`src/rtl/serial_pkg.sv`:
```
// Shared types and constants for the bit-serial word path.
// Latency: n/a (declarations only).
// Backpressure: n/a.
package serial_pkg;

  // Default frame width, matching the downstream 4-bit serial incrementer.
  localparam int NUMBITS_DEF = 4;

  // Encodings kept as plain constants so older blocks can compare raw bits.
  localparam logic [1:0] ST_IDLE  = 2'd0;
  localparam logic [1:0] ST_START = 2'd1;
  localparam logic [1:0] ST_SHIFT = 2'd2;

  typedef enum logic [1:0] {
    IDLE  = ST_IDLE,
    START = ST_START,
    SHIFT = ST_SHIFT
  } state_t;

  // Bit-counter width for a frame of nbits bits; never narrower than 1.
  function automatic int cnt_width(input int nbits);
    return (nbits < 2) ? 1 : $clog2(nbits);
  endfunction

endpackage

```
`src/rtl/piso_shift_reg.sv`:
```
// Parallel-in serial-out shift register, LSB emitted first.
// Latency: load/shift take effect on the next rising edge.
// Backpressure: none; the owner decides when to load or shift.
module piso_shift_reg
  import serial_pkg::*;
#(
  parameter int NUMBITS = NUMBITS_DEF
) (
  input  logic               clk,
  input  logic               clr_n,
  input  logic               load,
  input  logic [NUMBITS-1:0] load_data,
  input  logic               shift_en,
  output logic               ser_out
);

  logic [NUMBITS-1:0] shreg;

  // Load has priority so a back-to-back word replaces the drained one.
  always_ff @(posedge clk or negedge clr_n) begin
    if (!clr_n) begin
      shreg <= '0;
    end else if (load) begin
      shreg <= load_data;
    end else if (shift_en) begin
      shreg <= {1'b0, shreg[NUMBITS-1:1]};
    end
  end

  assign ser_out = shreg[0];

endmodule

```
`src/rtl/serial_word_tx.sv`:
```
// Serialises a parallel word: one frame_start cycle, then NUMBITS bits LSB-first.
// Latency: handshake at edge k -> frame_start in cycle k+1 -> bit i in cycle k+2+i.
// Backpressure: in_ready only in IDLE or the last-bit cycle; abort and reset force it low.
module serial_word_tx
  import serial_pkg::*;
#(
  parameter int NUMBITS = NUMBITS_DEF
) (
  input  logic               clk,
  input  logic               reset,
  input  logic               in_valid,
  output logic               in_ready,
  input  logic [NUMBITS-1:0] in_data,
  input  logic               abort,
  output logic               frame_start,
  output logic               ser_bit,
  output logic               ser_valid,
  output logic               ser_last,
  output logic               busy
);

  localparam int CW = cnt_width(NUMBITS);
  localparam logic [CW-1:0] CNT_LAST = CW'(NUMBITS - 1);

  state_t        state;
  state_t        state_nxt;
  logic [CW-1:0] cnt;
  logic [CW-1:0] cnt_nxt;
  logic          at_last;
  logic          in_shift;
  logic          hs;
  logic          sh_lsb;

  assign in_shift = (state == SHIFT);
  assign at_last  = in_shift && (cnt == CNT_LAST);

  // Ready is the only combinational output: a new word may enter while idle or
  // while the final bit of the current word is on the line.
  assign in_ready = reset && !abort && ((state == IDLE) || at_last);
  assign hs       = in_valid && in_ready;

  piso_shift_reg #(
    .NUMBITS (NUMBITS)
  ) u_piso (
    .clk       (clk),
    .clr_n     (reset),
    .load      (hs),
    .load_data (in_data),
    .shift_en  (in_shift && !abort),
    .ser_out   (sh_lsb)
  );

  // Next-state and bit-counter selection; abort drops the frame outright.
  always_comb begin
    state_nxt = state;
    cnt_nxt   = cnt;
    if (abort) begin
      state_nxt = IDLE;
      cnt_nxt   = '0;
    end else begin
      case (state)
        IDLE: begin
          if (hs) begin
            state_nxt = START;
            cnt_nxt   = '0;
          end
        end
        START: begin
          state_nxt = SHIFT;
        end
        SHIFT: begin
          if (at_last) begin
            cnt_nxt   = '0;
            state_nxt = hs ? START : IDLE;
          end else begin
            cnt_nxt = cnt + 1'b1;
          end
        end
        default: begin
          state_nxt = IDLE;
          cnt_nxt   = '0;
        end
      endcase
    end
  end

  // Control state; reset returns to IDLE without waiting for a clock.
  always_ff @(posedge clk or negedge reset) begin
    if (!reset) begin
      state <= IDLE;
      cnt   <= '0;
    end else begin
      state <= state_nxt;
      cnt   <= cnt_nxt;
    end
  end

  // Frame-side outputs decode straight from registered state.
  assign frame_start = (state == START);
  assign ser_valid   = in_shift;
  assign ser_bit     = in_shift && sh_lsb;
  assign ser_last    = at_last;
  assign busy        = (state != IDLE);

endmodule

```
`config.mk`:
```
export PLATFORM = sky130hd
export DESIGN_NAME = serial_word_tx
export DESIGN_NICKNAME = d
export VERILOG_FILES = /design/src/rtl/serial_pkg.sv /design/src/rtl/piso_shift_reg.sv /design/src/rtl/serial_word_tx.sv
export SDC_FILE = /design/constraint.sdc
export NUM_CORES = 1
export LEC_CHECK = 0
export CORE_AREA = 2 2 39 41
export CTS_CLUSTER_DIAMETER = 120
export DETAILED_ROUTE_END_ITERATION = 10
export DIE_AREA = 0 0 41 43
export SETUP_SLACK_MARGIN = 0.2
export SLEW_MARGIN = 20
export SYNTH_ARGS = -nofsm -noshare
export SYNTH_HDL_FRONTEND = slang
export SYNTH_SLANG_ARGS = --single-unit
```
`constraint.sdc`:
```
create_clock -name clk -period 2.5 [get_ports clk]
set_input_delay 0.5 -clock clk [delete_from_list [all_inputs] [get_ports clk]]
set_output_delay 0.5 -clock clk [all_outputs]
set_load 0.05 [all_outputs]
```
Word level (Yosys, flattened, before mapping)

Index checks and enable logic that the tools add are counted.

Register bits: 8
Output and inout port bits: 6
Word-level logic and storage cells: 34

Add/sub/neg operators: 1
Equality and inequality tests: 6
Multiplexer cells: 11
Reduce and logical (&&, ||, !) cells: 13

Operators with widths:

| kind                | count |
|---|---|
| $mux 2              | 6 |
| $pmux 2 s3          | 2 |
| $mux 4              | 2 |
| $logic_and 1x1->1   | 6 |
| $ne 3x3->1 const B  | 2 |
| $eq 2x2->1 const B  | 2 |
| $reduce_and 2->1    | 2 |
| $reduce_bool 2->1   | 2 |
| $add 2x1->2 const B | 1 |
| $eq 2x1->1 const B  | 1 |
| $logic_not 2->1     | 1 |
| $ne 2x2->1 const B  | 1 |
| $logic_not 1->1     | 1 |
| $logic_or 1x1->1    | 1 |
| $mux 1              | 1 |

Longest topological paths before layout

Depth in word-level cells: 9
Depth in mapped cells: 4

Hierarchy

Synthesis repeated with hierarchy kept, for this count alone.

Cells, all modules: 40
Area total of the unflattened synthesis: 439.2 µm²

By module, submodules not included:

| module         | instances | cells each | area an instance (µm²) | seq. area each (µm²) |
|---|---|---|---|---|
| serial_word_tx | 1         | 24         | 267.8                  | 100.1 |
| piso_shift_reg | 1         | 16         | 171.4                  | 100.1 |

Least setup slack after synthesis

Ideal clock, no wire load.

Kind: register to output
From: register state[0]
To: output ser_bit
Arrival: 1.756 ns
Data required time: 2.000 ns
Path slack: 0.244 ns
Cell stages (with the launch flop): 3
Cells stage by stage: dfrtp_1 -> nor2b_1 -> and2_1

Longest elaborated chain between the ends: 2

Ends and longest elaborated chain:

| element                  | RTL line              | RTL |
|---|---|---|
| start: declaration       | serial_word_tx.sv:25  | `state_t state;` |
| start signal: assignment | serial_word_tx.sv:93  | `state <= state_nxt;` |
| $eq 2x2->1               | serial_word_tx.sv:34  | `assign in_shift = (state == SHIFT);` |
| via ser_valid            | serial_word_tx.sv:17  | `output logic ser_valid,` |
| $logic_and 1x1->1        | serial_word_tx.sv:101 | `assign ser_bit = in_shift && sh_lsb;` |
| end: declaration         | serial_word_tx.sv:16  | `output logic ser_bit,` |

The timed path passes the listed nets, and every way through them passes these cells.

Worst setup path in the final report

From: register state[0]
To: output busy

Longest elaborated chain between the ends: 1

Ends and longest elaborated chain:

| element           | RTL line              | RTL |
|---|---|---|
| $reduce_bool 2->1 | serial_word_tx.sv:103 | `assign busy = (state != IDLE);` |
| end: declaration  | serial_word_tx.sv:19  | `output logic busy` |

Every way passes these cells.

==> results.md <==
- Internal: 0.257 mW
- WL/cell: 10.4 microns
- Routed vias: 319
- Placed cells: 67
- Family with the most delay on the worst path: buffers and inverters
- Max_cap viols: 0
- Max stage delay on crit path: 0.70 ns
- Clk slew on worst S/H paths: 0.05 ns
- Die Span X: 41 microns
- Compound-gate portion of the synthesized area: 5.83%
- Crit-path max FO: 8
- Netlist cell types: 18
- Outcome: completed
- Worst slack at placement: 0.360 ns
- EDFF count, synth: 0
- Cells along the critical path: or2_1, clkdlybuf4s50_1
- WP buf/inv: 1
- Period minus WS final: 2.14 ns
- Longest Clk Path Bufs: 2
- Top cells by count, synth: dfrtp_1, mux2_1, mux2_2, nor2_1, nor2b_1
- Fraction of layout cells with a size suffix above 1: 18.5%
- Filler instances: 148
- Worst path slowest cell: clkdlybuf4s50_1
- CTS Buf Count: 3
- Syn Std Cell Area: 429 sq um
- Post-synthesis adder-cell area fraction: 2.92%
- 1st-iter DRT viols: 0
- Synth Area in Simple Gates: 25.4%
- Fin Clk Skew: 0.000591 ns
- I/O pins: 14
- Total Wirelength: 725 microns
- Synth top area share: 46.6%
- Row Count: 14
- Post-synthesis xor/xnor area fraction: 0%
- Post-layout util: 44.7%
- Ranking of synthesized cells by area: dfrtp_1, mux2_1, mux2_2
- Worst Setup Slack, final: 0.363 ns
- Finished Layout Cells: 70
- Gate power share: 25.8%
- Critical Path Source Type: flop
- Crit path DAT: 1.64 ns
- Switching pwr: 0.0902 mW
- Worst EP required: 2.00 ns
- 1st-pass router iterations: 1
- Dpl hpwl: 572 microns
- Pin count of the biggest net entering global routing: 9
- Routability cong.: 0.658
- Number of hold violations in the final report: 0
- Type of the worst min-delay path: reg2reg
- First-pass GRT wire length: 1140 microns
- Rel. slew slack: 66.7%
- Levels on crit path: 2
- Setup_tns: 0 ns
- F_max: 468 MHz
- RSZ-0062 raised after global routing: false
- Main combinational cell family by area after synthesis: simple AND/OR/NAND/NOR gates
- Post-route ant nets: 0
- Proportion of synthesized area in mux cells: 18.4%
- Yosys synthesis warning count: 0
- Post-synthesis sequential area ratio: 46.6%
- Htree depth: 1
- Initial Utilization: 31.0%
- Post-CTS Resized: 3
- Clock Latency Late Sink: 0.25 ns
- Tcrit/Tclk final: 85.5%
- Hold Buf Count CTS: 0
- Vias in the first global route: 288
- Maximum vdd drop: 0.273 mV
- Layout area overhead: 44.0%
- Reg power frac: 47.0%
- Grt ovf: 0
- Most common cell in the netlist: dfrtp_1
- Hold depth: 2
- CTS tree: built
- Synth Instances: 37
- Synth async-reset ratio: 100%
- IO buf count: 13
- Die footprint: 1760 sq um
- Post-Syn Area per Cell: 11.6 sq um
- Critical path endpoint category: output pin
- Via density: 4.56
- Slew of the pin with the lowest slew margin: 0.499 ns
- Worst setup path category: reg2out
- Max Transition Viols Final: 0
- Initial antenna violation count: 0
- Core ar.: 1380 sq um
- Root buffer cell: clkbuf_4
- All-Layer GR Usage: 10.3%
- Die height: 43 microns
- Post-synth top flop: dfrtp_1
- Nets: 65
- Clk pwr share: 27.2%
- Leak: 0.309 nW
- Clk sinks: 8
- P per Cell Area: 562 nW/um^2
- Final setup vio count: 0
- Post-Syn Nets: 46
- Sw Ratio: 26.0%
- # diodes: 0
- Reg2Reg Depth: 3
- Post-CTS Setup Bufs: 0
- #FFs+latches synth: 8
- Area leader, netlist: dfrtp_1
- DRC: 0
## cell usage in the layout (no fill, tap or decap)
master / count
dfrtp_1: 8
clkdlybuf4s50_1: 8
mux2_1: 4
nor2b_1: 3
nor2_1: 3
mux2_2: 3
clkbuf_4: 3
dlygate4sd2_1: 3
and2_1: 2
nand2b_1: 2
nand2_1: 2
or2_1: 1
and3_1: 1
and4bb_1: 1
o32a_1: 1
nor3b_2: 1
o21ba_1: 1
or3b_1: 1
a21oi_1: 1
inv_2: 1
ha_1: 1
dlymetal6s2s_1: 1
buf_12: 1
buf_4: 1
## through the flow
stage                     hold slack [ns]  instance area (sq um)  total power [mW]
after floorplan                     0.204                    429             0.222
after global placement              0.591                    597             0.258
after detailed placement            0.593                    597             0.258
after CTS                           0.605                    616             0.356
after global routing                0.621                    618             0.370
final                               0.604                    618             0.347
## cells by family after synthesis
logic type               count (synthesis)
AND/OR/NAND/NOR                         17
flip-flops                               8
multiplexers                             7
AO/OA/AOI/OAI                            3
buffers and inverters                    1
adder cells (fa/ha/maj)                  1
## area by class of cell
| type | instances | area [sq um] | share of cell area, % |
|---|---|---|---|
| Tap cell | 16 | 20.0 | 3.24 |
| Clock buffer | 3 | 22.5 | 3.64 |
| Inverter | 1 | 3.75 | 0.607 |
| Timing Repair Buffer | 14 | 146 | 23.7 |
| Multi-Input combinational cell | 28 | 225 | 36.4 |
| Sequential cell | 8 | 200 | 32.4 |
## power groups by stage
stage               combinational (mW)  clock [mW]  sequential (mW)
floorplan                       0.0598           0            0.162
global placement                0.0924           0            0.165
detailed placement              0.0925           0            0.166
CTS                             0.0915       0.101            0.164
global route                    0.0977       0.107            0.166
finish                          0.0896      0.0946            0.163
## worst paths after layout
kind / slack [ns] / end / startpoint
max in group asynchronous: 1.76 / cnt[1]$_DFFE_PN0P_ / reset
hold / removal: 0.60 / cnt[0]$_DFFE_PN0P_ / cnt[0]$_DFFE_PN0P_
setup reg to reg: 0.98 / u_piso.shreg[1]$_DFFE_PN0P_ / state[0]$_DFFE_PN0P_
min in group asynchronous: 0.62 / state[1]$_DFFE_PN0P_ / reset
hold reg to reg: 0.60 / cnt[0]$_DFFE_PN0P_ / cnt[0]$_DFFE_PN0P_
setup / recovery: 0.36 / busy / state[0]$_DFFE_PN0P_
## per-layer routing
layer  up-vias  track usage (%)  wire length [microns]
li1        162                -                      -
met1       142             12.4                    312
met2        13             14.4                    346
met3         2             1.57                     57
met4         0             10.0                     10
met5         -                0                      0
## sequential cells by signal, indices dropped and copies added (netlist names)
| signal | cells |
|---|---|
| u_piso.shreg | 4 |
| cnt | 2 |
| state | 2 |
## worst register-to-register path, delay by kind of cell, from the launching register on
| family | cells | cell delay (ns) |
|---|---|---|
| mux | 2 | 0.61 |
| flops | 1 | 0.45 |
| simple gates | 1 | 0.35 |
(Power assumes the default switching activity.)
